File: config.mk
export PLATFORM = sky130hd
export DESIGN_NAME = adder_vector_recorder
export DESIGN_NICKNAME = d
export VERILOG_FILES = /design/src/rtl/adder_vector_recorder.sv
export SDC_FILE = /design/constraint.sdc
export NUM_CORES = 1
export LEC_CHECK = 0
export ABC_AREA = 0
export ABC_CLOCK_PERIOD_IN_PS = 3600
export BUFFER_PORTS_ARGS = -buffer_cell sky130_fd_sc_hd__buf_2
export CAP_MARGIN = 20
export CORE_ASPECT_RATIO = 1.4
export CORE_MARGIN = 10
export CORE_UTILIZATION = 52
export CTS_CLUSTER_SIZE = 30
export DETAILED_ROUTE_END_ITERATION = 16
export MAX_ROUTING_LAYER = met4
export PLACE_DENSITY = 0.92
export SYNTH_ARGS = -nofsm -noshare
export SYNTH_HDL_FRONTEND = slang
export SYNTH_SLANG_ARGS = --single-unit
File: constraint.sdc
create_clock -name clk -period 3.6 [get_ports clk]
set_input_delay 0.9 -clock clk [delete_from_list [all_inputs] [get_ports clk]]
set_output_delay 0.9 -clock clk [all_outputs]
set_load 0.02 [all_outputs]
File: src/rtl/adder_vector_recorder.sv
// rtl/adder_vector_recorder.sv - exhaustive adder stimulus sweep and {a,b,cin,cout,s} vector recorder; optional self-check under ADDER_REC_CHECK_EN
module adder_vector_recorder #(
  parameter int WIDTH  = 2,
  parameter int SETTLE = 1
) (
  input  logic                 clk,
  input  logic                 rst_n,
  input  logic                 start,
  output logic [WIDTH-1:0]     dut_a,
  output logic [WIDTH-1:0]     dut_b,
  output logic                 dut_cin,
  input  logic [WIDTH-1:0]     dut_s,
  input  logic                 dut_cout,
  output logic [3*WIDTH+1:0]   vec_data,
  output logic                 vec_valid,
  input  logic                 vec_ready,
  output logic                 busy,
  output logic                 done,
  output logic [2*WIDTH+1:0]   vec_count,
  output logic [2*WIDTH+1:0]   error_count
);

  localparam int IW = 2*WIDTH + 1;
  localparam int SW = (SETTLE > 1) ? $clog2(SETTLE) : 1;

  typedef enum logic [1:0] {
    S_IDLE,
    S_APPLY,
    S_EMIT,
    S_DONE
  } state_t;

  state_t          state, state_nxt;
  logic [IW-1:0]   idx;
  logic [SW-1:0]   settle_cnt;
  logic            settle_last;
  logic            idx_last;
  logic            capture;

  // The sweep index is the only source of the adder operands, so they are
  // registered and change only when the index advances on entering APPLY.
  assign dut_a   = idx[IW-1:WIDTH+1];
  assign dut_b   = idx[WIDTH:1];
  assign dut_cin = idx[0];

  assign settle_last = (settle_cnt == SW'(SETTLE - 1));
  assign idx_last    = &idx;
  assign capture     = (state == S_APPLY) && settle_last;

  assign busy      = (state != S_IDLE);
  assign vec_valid = (state == S_EMIT);
  assign done      = (state == S_DONE);

  // State register
  always_ff @(posedge clk or negedge rst_n) begin
    if (!rst_n) state <= S_IDLE;
    else        state <= state_nxt;
  end

  // Next-state: settle, emit with backpressure, then a single done cycle
  always_comb begin
    state_nxt = state;
    case (state)
      S_IDLE:  if (start) state_nxt = S_APPLY;
      S_APPLY: if (settle_last) state_nxt = S_EMIT;
      S_EMIT:  if (vec_ready) state_nxt = idx_last ? S_DONE : S_APPLY;
      S_DONE:  state_nxt = S_IDLE;
      default: state_nxt = S_IDLE;
    endcase
  end

  // Sweep index, settle timer, captured word and accepted-vector count
  always_ff @(posedge clk or negedge rst_n) begin
    if (!rst_n) begin
      idx        <= '0;
      settle_cnt <= '0;
      vec_data   <= '0;
      vec_count  <= '0;
    end else begin
      case (state)
        S_IDLE: begin
          if (start) begin
            idx        <= '0;
            settle_cnt <= '0;
            vec_count  <= '0;
          end
        end
        S_APPLY: begin
          if (settle_last) begin
            settle_cnt <= '0;
            vec_data   <= {dut_a, dut_b, dut_cin, dut_cout, dut_s};
          end else begin
            settle_cnt <= settle_cnt + 1'b1;
          end
        end
        S_EMIT: begin
          if (vec_ready) begin
            vec_count <= vec_count + 1'b1;
            if (!idx_last) idx <= idx + 1'b1;
          end
        end
        default: ;
      endcase
    end
  end

`ifdef ADDER_REC_CHECK_EN
  logic [WIDTH:0] ref_sum;

  assign ref_sum = {1'b0, dut_a} + {1'b0, dut_b} + {{WIDTH{1'b0}}, dut_cin};

  // Mismatch counter updates on the capture edge, i.e. as vec_valid rises
  always_ff @(posedge clk or negedge rst_n) begin
    if (!rst_n) begin
      error_count <= '0;
    end else if ((state == S_IDLE) && start) begin
      error_count <= '0;
    end else if (capture && ({dut_cout, dut_s} != ref_sum)) begin
      error_count <= error_count + 1'b1;
    end
  end
`else
  assign error_count = '0;
`endif

endmodule

Word-level counts from Yosys, hierarchy flattened:

Index checks and enable logic that the tools add are counted.
W data, S select, Z words.

* register bits: 22
* logic and storage cells: 41
* output and inout bits: 28

* muxes and demuxes: 15
* bitwise logic cells: 1
* add/subtract/negate cells: 3
* eq/ne operators: 7
* reduce and logical (&&, ||, !) cells: 10

Operator list (count)
* $mux W5: 3
* $mux W6: 2
* $pmux W6 S2: 1
* $pmux W5 S2: 1
* $mux W2: 4
* $pmux W2 S4: 1
* $add A6 B1 Y6 const B: 1
* $ne A2 B2 Y1 const B: 3
* $reduce_and A3 Y1: 2
* $reduce_bool A2 Y1: 3
* $add A5 B1 Y5 const B: 1
* $reduce_and A5 Y1: 1
* $eq A2 B2 Y1 const B: 2
* $reduce_and A2 Y1: 2
* $reduce_and A4 Y1: 1
* $eq A2 B1 Y1 const B: 1
* $logic_not A2 Y1: 1
* $mux W1: 2
* $ne A2 B1 Y1 const B: 1
* $pmux W1 S2: 1
* $add A1 B1 Y1 const B: 1
* $not A1 Y1: 1

Logic depth before layout (Yosys ltp):

Gate-level depths: netlist of the first run.

* depth in word-level cells: 4
* mapped depth: 7
* mapped depth without buffers: 6

Least setup slack after synthesis of the first run:

Ideal clock, no wire load.

* kind: register to register
* start: reg idx[1]
* end: reg idx[3]
* cell stages (with the launch flop): 8
* arrival time: 1.918 ns
* setup time: 0.066 ns
* setup slack: 1.616 ns
* path buffers: 1
* clock period less this slack: 1.984 ns
* cell sequence: dfrtp_1 ha_1 and3_1 ha_1 nand4bb_1 clkbuf_1 or4_1 nand2_1

* cells in the longest elaborated chain, start to end: 4
* elaborated cells between the ends (all ways): 7

Ends and longest elaborated chain
* start: declaration: RTL line 34 `logic [IW-1:0] idx;`
* start signal: assignment: RTL line 99 `if (!idx_last) idx <= idx + 1'b1;`
* $add A5 B1 Y5: RTL line 99
* $mux W5: RTL line 99
* $mux W5: RTL line 97 `if (vec_ready) begin`
* $pmux W5 S2: RTL line 80 `case (state)`

Parallel ways exist; a longest one is shown, timed or not. The select of a mux whose other input is x is not followed.
A chain may end at the register's enable or synchronous reset.

Worst setup path after layout of the first run:

* start: reg state[0]
* end: out vec_valid

* cells in the longest elaborated chain, start to end: 1

Ends and longest elaborated chain
* start: declaration: RTL line 33 `state_t state, state_nxt;`
* start signal: assignment: RTL line 57 `else state <= state_nxt;`
* $eq A2 B2 Y1: RTL line 51 `assign vec_valid = (state == S_EMIT);`
* end: declaration: RTL line 15 `output logic vec_valid,`

Every way passes these cells.

==> results.md, run 1 <==
* DIE HEIGHT at 72.7 um
* First-pass GRT wire length at 4000 um
* Async set-reset flop share out of synthesis at 100%
* Final Hold Fails at 0
* CP Class: register to output pin
* Critical path capture point type: output pin
* Hold Buf Count CTS at 0
* Leakage at 0.612 nW
* DR vias at 813
* Fmax at 0.416 GHz
* Final WL at 2380 um
* CORE AREA at just under 0.002 sq mm
* Yosys warnings at 0
* WL per Instance at 16.3 um
* Post-DP HPWL at 1860 um
* Pwr dens at a little under 700 mW/mm^2
* Clock Path Buffers at 2
* Seq/Total Area, Yosys at 51.0%
* Gate Count Post-Synth at 99
* CTS tree: built
* I/O Buffers at 28
* Clock Sinks at 21
* RSZ-0062 raised after global routing: false
* Clk_lat worst skew at 0.31 ns
* Cell taking the most area after synthesis: dfrtp_1
* Worst setup SP type: register
* Fill cell count at 162
* Htree depth at 1
* DRC viols at 0
* CP required at ~2.7 ns
* Post-synth top cells: dfrtp_1, nand2_1, o21ai_0
* Worst Skew at 0.00503 ns
* Status: finished clean
* Die area at between 0.004 and 0.005 sq mm
* #FFs+latches synth at 21
* Detailed Route Iter0 Violations at 17
* Max VDD drop at 0.000422 V
* Area contributors post-synth: dfrtp_1, mux2_2, o21ai_0, buf_4, ha_1
* Starting Density at a little over half
* Pre-antenna DRT Iters at 4
* Number of global-route vias before repair at 879
* Layout cells sized above 1 at 31.2%
* Reg2Reg Setup Slack at 1.49 ns
* Ports at 35
* Layout Nets at 136
* RePlAce Congestion at about 0.86
* Setup WS pre-CTS at 1.52 ns
* Final Cycle Share at 66.8%
* CTS root buf: clkbuf_4
* Count leader, synth: dfrtp_1
* Worst EP arrival at 1.50 ns
* Worst-path maximum fanout at 15
* Fin crit period at 2.40 ns
* Netlist Area Pre-Place at 0.00103 sq mm
* Layout area overhead at 13.5%
* Setup tns final at 0 ns
* Die W at 57.6 um
* Slew margin rel. at about half
* Post-route worst setup slack at 1.20 ns
* Avg Cell Area, Syn at 10.4 sq um
* Total GRT Usage at 12.0%
* Number of antenna violations at the first check in global routing at 0
* Post-cts sizing count at 0
* Routed vias/inst at around 5.6
* Antenna cells at 0
* Slew Viols, Final at 0
* Post-CTS Setup Inserts at 0
* Post-route ant nets at 0
* Synth unique cells at 30
* Synth Flop Type: dfrtp_1
* Largest net degree at the start of global routing at 22
* Worst slew pin tran at 0.707 ns
* Total gr overflow at 0
* Clock slew at reported path FFs at 0.11 ns
* Max-Cap Viols at 0
* Synth top area share at 51.0%
* Post-synth EDFFs at 0
* Worst hold path type: register to register
* Setup violations, final at 0
* Row count at 19
* CTS buffer count at 3
-- final timing paths --
| path | startpoint | end | cells after the start |
|---|---|---|---|
| min | vec_data[4]$_DFFE_PN0N_ | vec_data[4]$_DFFE_PN0N_ | 1 |
| min reg2reg | vec_data[4]$_DFFE_PN0N_ | vec_data[4]$_DFFE_PN0N_ | 1 |
| max reg2reg | idx[0]$_DFFE_PN0P_ | idx[3]$_DFFE_PN0P_ | 6 |
| max in group asynchronous | rst_n | idx[0]$_DFFE_PN0P_ | 1 |
| max | state[0]$_DFFE_PN0P_ | vec_valid | 2 |
| min in group asynchronous | rst_n | vec_count[4]$_DFFE_PN0P_ | 1 |
-- power breakdown --
group | switching, W | total [W] | internal [W]
combinational | 0.000210 | 0.000335 | 0.000125
sequential | 0.0000664 | 0.000364 | 0.000297
clock | 0.0000685 | 0.000112 | 0.0000433
-- worst max-delay path, cell delays in order, from the launching register on --
cell,delay (ns)
dfrtp_1,0.52
nor2b_1,0.42
buf_2,0.25
-- cells in the final DEF (no fill, tap or decap) --
cell type	n
nand3_1	5
nand2_1	10
or4_1	4
nand4bb_1	1
o22ai_1	1
clkbuf_1	1
nor2_1	1
a22oi_1	1
and3_1	1
nor3b_1	1
inv_1	5
dfrtp_1	21
mux2_2	6
mux2i_1	2
o21ai_0	9
a21oi_1	4
nand2b_1	1
conb_1	6
or3b_2	1
nand4b_1	1
or2_2	1
o211ai_1	1
o31ai_1	3
ha_1	3
buf_2	28
clkbuf_4	3
or3_1	1
and2_1	2
nor2b_1	1
-- kinds of logic (layout without fill, tap and decap cells) --
kind of cell / Yosys count / in the layout / share of synthesized area (%)
buffers and inverters: 16 / 37 / 8.86
DFF: 21 / 21 / 51.0
muxes: 8 / 8 / 8.49
other: 1 / 6 / 0.364
and+or+nand+nor: 31 / 31 / 17.1
AOI/OAI and AO/OA: 19 / 19 / 10.6
adders and majority gates: 3 / 3 / 3.64
-- layer usage --
metal / track usage, % / wire (um)
met1: 12.2 / 905
met2: 19.4 / 1240
met3: 4.36 / 172
met4: 7.07 / 63
met5: - / 0
-- flip-flops by register name, indices dropped and copies added (netlist names) --
register   count
idx            5
state          2
vec_count      6
vec_data       8
-- per-stage QoR --
stage | hold slack, ns | util (%) | total power [W] | cell area (sq um) | cells
2_1_floorplan | 0.590 | - | 0.000601 | 1050 | 104
3_3_place_gp | 0.462 | 59.4 | 0.000686 | 1140 | 142
3_5_place_dp | 0.488 | 59.4 | 0.000707 | 1140 | 142
4_1_cts | 0.513 | 60.8 | 0.000819 | 1170 | 146
5_1_grt | 0.538 | 60.8 | 0.000864 | 1170 | 146
6_report | 0.509 | 60.8 | 0.000810 | 1170 | 146
-- final cells by class --
class	count	area (sq um)	share of cell area [%]
sequential	21	526	44.9
inverter	5	18.8	1.60
multi-input combinational	67	433	37.0
clock buffer	4	26.3	2.25
timing repair buffer	28	140	12.0
tap	21	26.3	2.25
Note: power is estimated with default switching activity, not from simulation.
==> run 2: changes to the inputs <==
--- a/config.mk
+++ b/config.mk
@@ -6,16 +6,16 @@
 export NUM_CORES = 1
 export LEC_CHECK = 0
 export ABC_AREA = 0
-export ABC_CLOCK_PERIOD_IN_PS = 3600
+export ABC_CLOCK_PERIOD_IN_PS = 2400
 export BUFFER_PORTS_ARGS = -buffer_cell sky130_fd_sc_hd__buf_2
 export CAP_MARGIN = 20
 export CORE_ASPECT_RATIO = 1.4
 export CORE_MARGIN = 10
-export CORE_UTILIZATION = 52
+export CORE_UTILIZATION = 48
 export CTS_CLUSTER_SIZE = 30
 export DETAILED_ROUTE_END_ITERATION = 16
 export MAX_ROUTING_LAYER = met4
-export PLACE_DENSITY = 0.92
+export PLACE_DENSITY = 0.87
 export SYNTH_ARGS = -nofsm -noshare
 export SYNTH_HDL_FRONTEND = slang
 export SYNTH_SLANG_ARGS = --single-unit
==> constraint.sdc (replaced) <==
create_clock -name clk -period 2.4 [get_ports clk]
set_input_delay 0.6 -clock clk [delete_from_list [all_inputs] [get_ports clk]]
set_output_delay 0.6 -clock clk [all_outputs]
set_load 0.02 [all_outputs]
==> results.md, run 2 (synthesized netlist as in run 1, its figures left out) <==
* First-pass GRT wire length at 3750 um (-6.1%)
* Fmax at around 0.48 GHz
* Starting Density at 51.6% (-1.9 points)
* WL per Instance at 15.9 um (-2.9%)
* Largest regs: vec_data (8), vec_count (6), idx (5)
* Final WL at 2330 um (-2.3%)
* Worst Reg-to-Reg Cells at 6 (unchanged)
* Top reg by flops: vec_data
* Pre-antenna DRT Iters at 4 (unchanged)
* Max-Cap Viols at 0 (unchanged)
* Detailed Route Iter0 Violations at 19 (+2)
* Worst Skew at 0.00227 ns (-0.00276 ns)
* FF-to-FF Start: idx[1]$_DFFE_PN0P_
* Die area at 0.00443 sq mm (+5.7%)
* DR vias at 815 (+0.25%)
* Total gr overflow at 0 (unchanged)
* Share of total power in combinational logic at 41.6% (+0.3 points)
* Post-cts sizing count at 0 (unchanged)
* Clock slew at reported path FFs at 0.11 ns (about the same)
* Setup tns final at 0 ns (unchanged)
* Htree depth at 1 (unchanged)
* Switching Share at 42.3% (-0.26 points)
* Origin of the worst setup path: idx[1]$_DFFE_PN0P_
* RePlAce Congestion at 0.792 (-7.6%)
* Max reg flops at 8 (unchanged)
* Layout cells sized above 1 at 31.7% (+0.55 points)
* Status: finished clean
* Slew margin rel. at 49.9% (-1.7 points)
* Clk_lat worst skew at 0.31 ns (about the same)
* Post-CTS Setup Inserts at 0 (unchanged)
* Reg2Reg Setup Slack at 0.30 ns (-1.19 ns)
* Pint at 0.000706 W (+52%)
* CP Class: register to register
* Layout Nets at 137 (+0.74%)
* Worst setup SP type: register
* Routed vias/inst at 5.54 (-0.44%)
* Clock power frac at 14.0% (+0.2 points)
* Ports at 35 (unchanged)
* Clock Path Buffers at 2 (unchanged)
* Most common library cell in the layout ignoring fill and taps: buf_2
* Clock Sinks at 21 (unchanged)
* CP required at 2.66 ns (-0.04 ns)
* CTS buffer count at 3 (unchanged)
* I/O Buffers at 28 (unchanged)
* Largest net degree at the start of global routing at 22 (unchanged)
* Leakage at 0.618 nW (+0.85%)
* Post-route worst setup slack at 0.296 ns (-0.900 ns)
* P_sw at 0.000517 W (+50%)
* Max VDD drop at 0.000632 V (+50%)
* Row count at 19 (unchanged)
* Pwr dens at 1040 mW/mm^2 (+50%)
* Final Hold Fails at 0 (unchanged)
* Slew Viols, Final at 0 (unchanged)
* Die W at 59.2 um (+2.7%)
* Worst r2r dst: idx[3]$_DFFE_PN0P_
* Number of global-route vias before repair at 844 (-4.0%)
* Antenna cells at 0 (unchanged)
* Seq pwr share at 44.4% (-0.5 points)
* Post-DP HPWL at 1790 um (-3.4%)
* Dpl cells at 143 (+0.70%)
* DIE HEIGHT at 74.8 um (+3.0%)
* Setup WS pre-CTS at 0.354 ns (-1.16 ns)
* Hold Buf Count CTS at 0 (unchanged)
* Post-route ant nets at 0 (unchanged)
* Layout area overhead at 14.2%
* Most frequent cells in the layout: buf_2, dfrtp_1, nand2_1, o21ai_0
* DRC viols at 0 (unchanged)
* Layout Cells excl Fill at 147 (+0.68%)
* Worst-path maximum fanout at 8 (-7)
* Final Cycle Share at ~88%
* Worst slew pin tran at 0.731 ns (+0.0243 ns)
* Fill cell count at 198 (+22%)
* CTS root buf: clkbuf_4
* Critical path capture point type: register
* Setup violations, final at 0 (unchanged)
* CORE AREA at 0.00200 sq mm (+3.7%)
* Worst setup endpoint: idx[3]$_DFFE_PN0P_
* RSZ-0062 raised after global routing: false
* CTS tree: built
* Fin crit period at 2.10 ns
* Total GRT Usage at 10.8% (-1.2 points)
* Worst EP arrival at 2.36 ns (+0.86 ns)
* Worst hold path type: input port to asynchronous set/reset pin
* Final Power at 0.00122 W (+51%)
* Placed instance area at 0.00115 sq mm (+0.66%)
* Finished Cell Area at 0.00118 sq mm (+0.64%)
* Number of antenna violations at the first check in global routing at 0 (unchanged)
[run 2: power by group through the flow]
stage / Clock (W) / Combinational [W] / Sequential, W
floorplan: 0 / 0.000278 / 0.000624
global placement: 0 / 0.000506 / 0.000540
detailed placement: 0 / 0.000516 / 0.000551
CTS: 0.000174 / 0.000519 / 0.000544
global route: 0.000183 / 0.000561 / 0.000561
finish: 0.000172 / 0.000509 / 0.000543
[run 2: critical path, cell delays in order, from the launching register on]
cell	delay (ns)
dfrtp_1	0.44
ha_1	0.24
and3_1	0.19
ha_1	0.18
nand4bb_1	0.36
or4_1	0.56
nand2_1	0.08
[run 2: layout make-up]
cell class                 instances  area [sq um]  area share (%)
clock buffer                       4          26.3            2.23
inverter                           5          18.8            1.59
multi-input combinational         67           433            36.8
tap                               21          26.3            2.23
sequential                        21           526            44.6
timing repair buffer              29           148            12.5
[run 2: worst min-delay path by stage]
stage,startpoint,endpoint,slack (ns),cells past startpoint
final,rst_n,vec_count[4]$_DFFE_PN0P_,0.22,1
after global routing,rst_n,vec_count[2]$_DFFE_PN0P_,0.25,1
after CTS,rst_n,vec_count[4]$_DFFE_PN0P_,0.23,1
after detailed placement,vec_data[5]$_DFFE_PN0N_,vec_data[5]$_DFFE_PN0N_,0.49,2
after global placement,vec_data[5]$_DFFE_PN0N_,vec_data[5]$_DFFE_PN0N_,0.47,2
after floorplan,rst_n,idx[0]$_DFFE_PN0P_,0.30,0
[run 2: metal layers]
layer  vias to the layer above  wire length, um  global-route usage (%)
li1                        386                -                       -
met1                       392              966                    11.7
met2                        34             1100                    17.1
met3                         3              229                    4.55
met4                         0               33                    4.35
met5                         -                0                       -
[run 2: stage by stage]
stage          utilization [%]  hold slack [ns]
2_1_floorplan                -            0.304
3_3_place_gp              57.6            0.465
3_5_place_dp              57.6            0.489
4_1_cts                   59.0            0.230
5_1_grt                   59.0            0.246
6_report                  59.0            0.223
==> run 3: changes to the inputs <==
==> constraint.sdc (replaced) <==
create_clock -name clk -period 2.4 [get_ports clk]
set_input_delay 0.24 -clock clk [delete_from_list [all_inputs] [get_ports clk]]
set_output_delay 0.24 -clock clk [all_outputs]
set_load 0.02 [all_outputs]
==> results.md, run 3 (synthesized netlist as in run 1, its figures left out) <==
* Layout cells sized above 1 at 31.0% (-0.79 points)
* Seq pwr share at 44.7% (+0.3 points)
* Max-Cap Viols at 0 (unchanged)
* Post-route ant nets at 0 (unchanged)
* Number of global-route vias before repair at 918 (+8.8%)
* Final Hold Fails at 0 (unchanged)
* Setup violations, final at 0 (unchanged)
* CTS tree: built
* Layout Nets at 137 (unchanged)
* Total gr overflow at 0 (unchanged)
* Number of antenna violations at the first check in global routing at 0 (unchanged)
* Antenna cells at 0 (unchanged)
* Crit path cell chain: ha_1 -> and3_1 -> ha_1 -> nand4bb_1 -> or4_1 -> nand2_1
* Clock Sinks at 21 (unchanged)
* FF-to-FF Start: idx[1]$_DFFE_PN0P_
* Status: finished clean
* P_sw at 0.000524 W (+1.4%)
* Ports at 35 (unchanged)
* Hold_sp: dut_s[0]
* Hold path endpoint: vec_data[0]$_DFFE_PN0N_
* DR vias at 804 (-1.3%)
* Worst slew pin tran at 0.699 ns (-0.0326 ns)
* Top reg by flops: vec_data
* Final design utilization at 59.1% (+0.13 points)
* Slew margin rel. at 52.1% (+2.2 points)
* Max VDD drop at 0.000579 V (-8.4%)
* Worst Skew at 0.00434 ns (+0.00207 ns)
* Most common library cell in the layout ignoring fill and taps: buf_2
* Share of total power in combinational logic at 41.3% (-0.3 points)
* CTS root buf: clkbuf_4
* Layout area overhead at 14.4%
* Die area at 0.00443 sq mm (unchanged)
* Starting Density at 51.6% (unchanged)
* Worst hold path type: input port to register
* Clock Path Buffers at 2 (unchanged)
* Hold Crit Depth at 2
* Final Cycle Share at 87.9% (+0.20 points)
* Routed vias/inst at 5.47 (-1.3%)
* CP Buf/Inv Count at 0 (unchanged)
* First-pass GRT wire length at 4060 um (+8.3%)
* I/O Buffers at 28 (unchanged)
* Largest net degree at the start of global routing at 22 (unchanged)
* Die W at 59.2 um (unchanged)
* Slew Viols, Final at 0 (unchanged)
* Leakage at 0.617 nW (-0.16%)
* Clock slew at reported path FFs at 0.11 ns (about the same)
* Clk_lat worst skew at 0.31 ns (about the same)
* Worst-path maximum fanout at 8 (unchanged)
* Fmax at 0.474 GHz (-0.23%)
* Pre-antenna DRT Iters at 4 (unchanged)
* Pwr dens at 1040 mW/mm^2 (-0.14%)
* Htree depth at 1 (unchanged)
* Clock power frac at 14.0% (about the same)
* Worst r2r dst: idx[3]$_DFFE_PN0P_
* Worst EP arrival at 2.36 ns (about the same)
* CP top delay family: simple AND/OR/NAND/NOR gates
* CTS buffer count at 3 (unchanged)
* Total GRT Usage at 11.6% (+0.77 points)
* Fin crit period at 2.11 ns (+0.00477 ns)
* Critical Path Most Common Cell: ha_1
* RSZ-0062 raised after global routing: false
* DRC viols at 0 (unchanged)
* Final WL at 2370 um (+1.7%)
* Setup tns final at 0 ns (unchanged)
* Worst path max stage delay at 0.55 ns (about the same)
* Slowest CP cell: or4_1
* CP required at 2.65 ns (about the same)
* Max reg flops at 8 (unchanged)
* Post-DP HPWL at 1840 um (+2.8%)
* Worst Reg-to-Reg Cells at 6 (unchanged)
* Row count at 19 (unchanged)
* DIE HEIGHT at 74.8 um (unchanged)
* Largest regs: vec_data (8), vec_count (6), idx (5)
* Hold slack at 0.161 ns (-0.0613 ns)
* Switching Share at 42.8% (+0.56 points)
* RePlAce Congestion at 0.795 (+0.44%)
* Pint at 0.000700 W (-0.90%)
* Worst setup SP type: register
* Critical path capture point type: register
* Most frequent cells in the layout: buf_2, dfrtp_1, nand2_1, o21ai_0
* WL per Instance at 16.1 um (+1.7%)
* Reg2Reg Setup Slack at 0.29 ns (about the same)
* CORE AREA at 0.00200 sq mm (unchanged)
* Detailed Route Iter0 Violations at 14 (-5)
* CP Class: register to register
[run 3: how the worst max path moves through the flow]
stage,from,endpoint,cells past startpoint
2_1_floorplan,idx[1]$_DFFE_PN0P_,idx[3]$_DFFE_PN0P_,7
3_3_place_gp,idx[1]$_DFFE_PN0P_,idx[3]$_DFFE_PN0P_,6
3_5_place_dp,idx[1]$_DFFE_PN0P_,idx[3]$_DFFE_PN0P_,6
4_1_cts,idx[1]$_DFFE_PN0P_,idx[3]$_DFFE_PN0P_,6
5_1_grt,idx[1]$_DFFE_PN0P_,idx[3]$_DFFE_PN0P_,6
6_report,idx[1]$_DFFE_PN0P_,idx[3]$_DFFE_PN0P_,6
[run 3: final cells by class]
class	instances	area, sq um
fillers	180	817
flip-flops and latches	21	526
multi-input cells	67	433
repair buffers	29	150
clock buffers	4	26.3
well taps	21	26.3
inverters	5	18.8
[run 3: worst reg2reg max path, stage by stage (launching register included)]
cell	delay, ns
dfrtp_1	0.45
ha_1	0.25
and3_1	0.20
ha_1	0.19
nand4bb_1	0.34
or4_1	0.55
nand2_1	0.08
[run 3: metal layers]
| metal | track usage (%) | routed length, um | up-vias | part of all wire (%) |
|---|---|---|---|---|
| met1 | 13.2 | 978 | 377 | 41 |
| met5 | - | 0 | - | 0 |
| li1 | - | - | 386 | - |
| met2 | 18.9 | 1160 | 39 | 49 |
| met4 | 3.84 | 16 | 0 | 0.68 |
| met3 | 3.37 | 209 | 2 | 8.8 |
[run 3: stage by stage]
| stage | area, sq um | cells | total power (W) | setup WS [ns] |
|---|---|---|---|---|
| floorplan | 1050 | 104 | 0.000901 | 0.416 |
| global placement | 1140 | 142 | 0.00104 | 0.449 |
| detailed placement | 1140 | 142 | 0.00106 | 0.330 |
| CTS | 1180 | 147 | 0.00123 | 0.279 |
| global route | 1180 | 147 | 0.00131 | 0.143 |
| finish | 1180 | 147 | 0.00122 | 0.291 |
[run 3: timing repair]
item / 4_1_cts / 5_1_grt
buffers inserted: 0 / 0
hold endpoints to repair: 21 / 0
hold buffers: 1 / 0
gates resized for setup: 0 / 0
[run 3: power groups by stage]
stage,Combinational (W),Clock (W),Sequential (W)
global route,0.000560,0.000186,0.000565
floorplan,0.000278,0,0.000624
CTS,0.000512,0.000177,0.000546
global placement,0.000496,0,0.000539
detailed placement,0.000509,0,0.000553
finish,0.000505,0.000172,0.000547
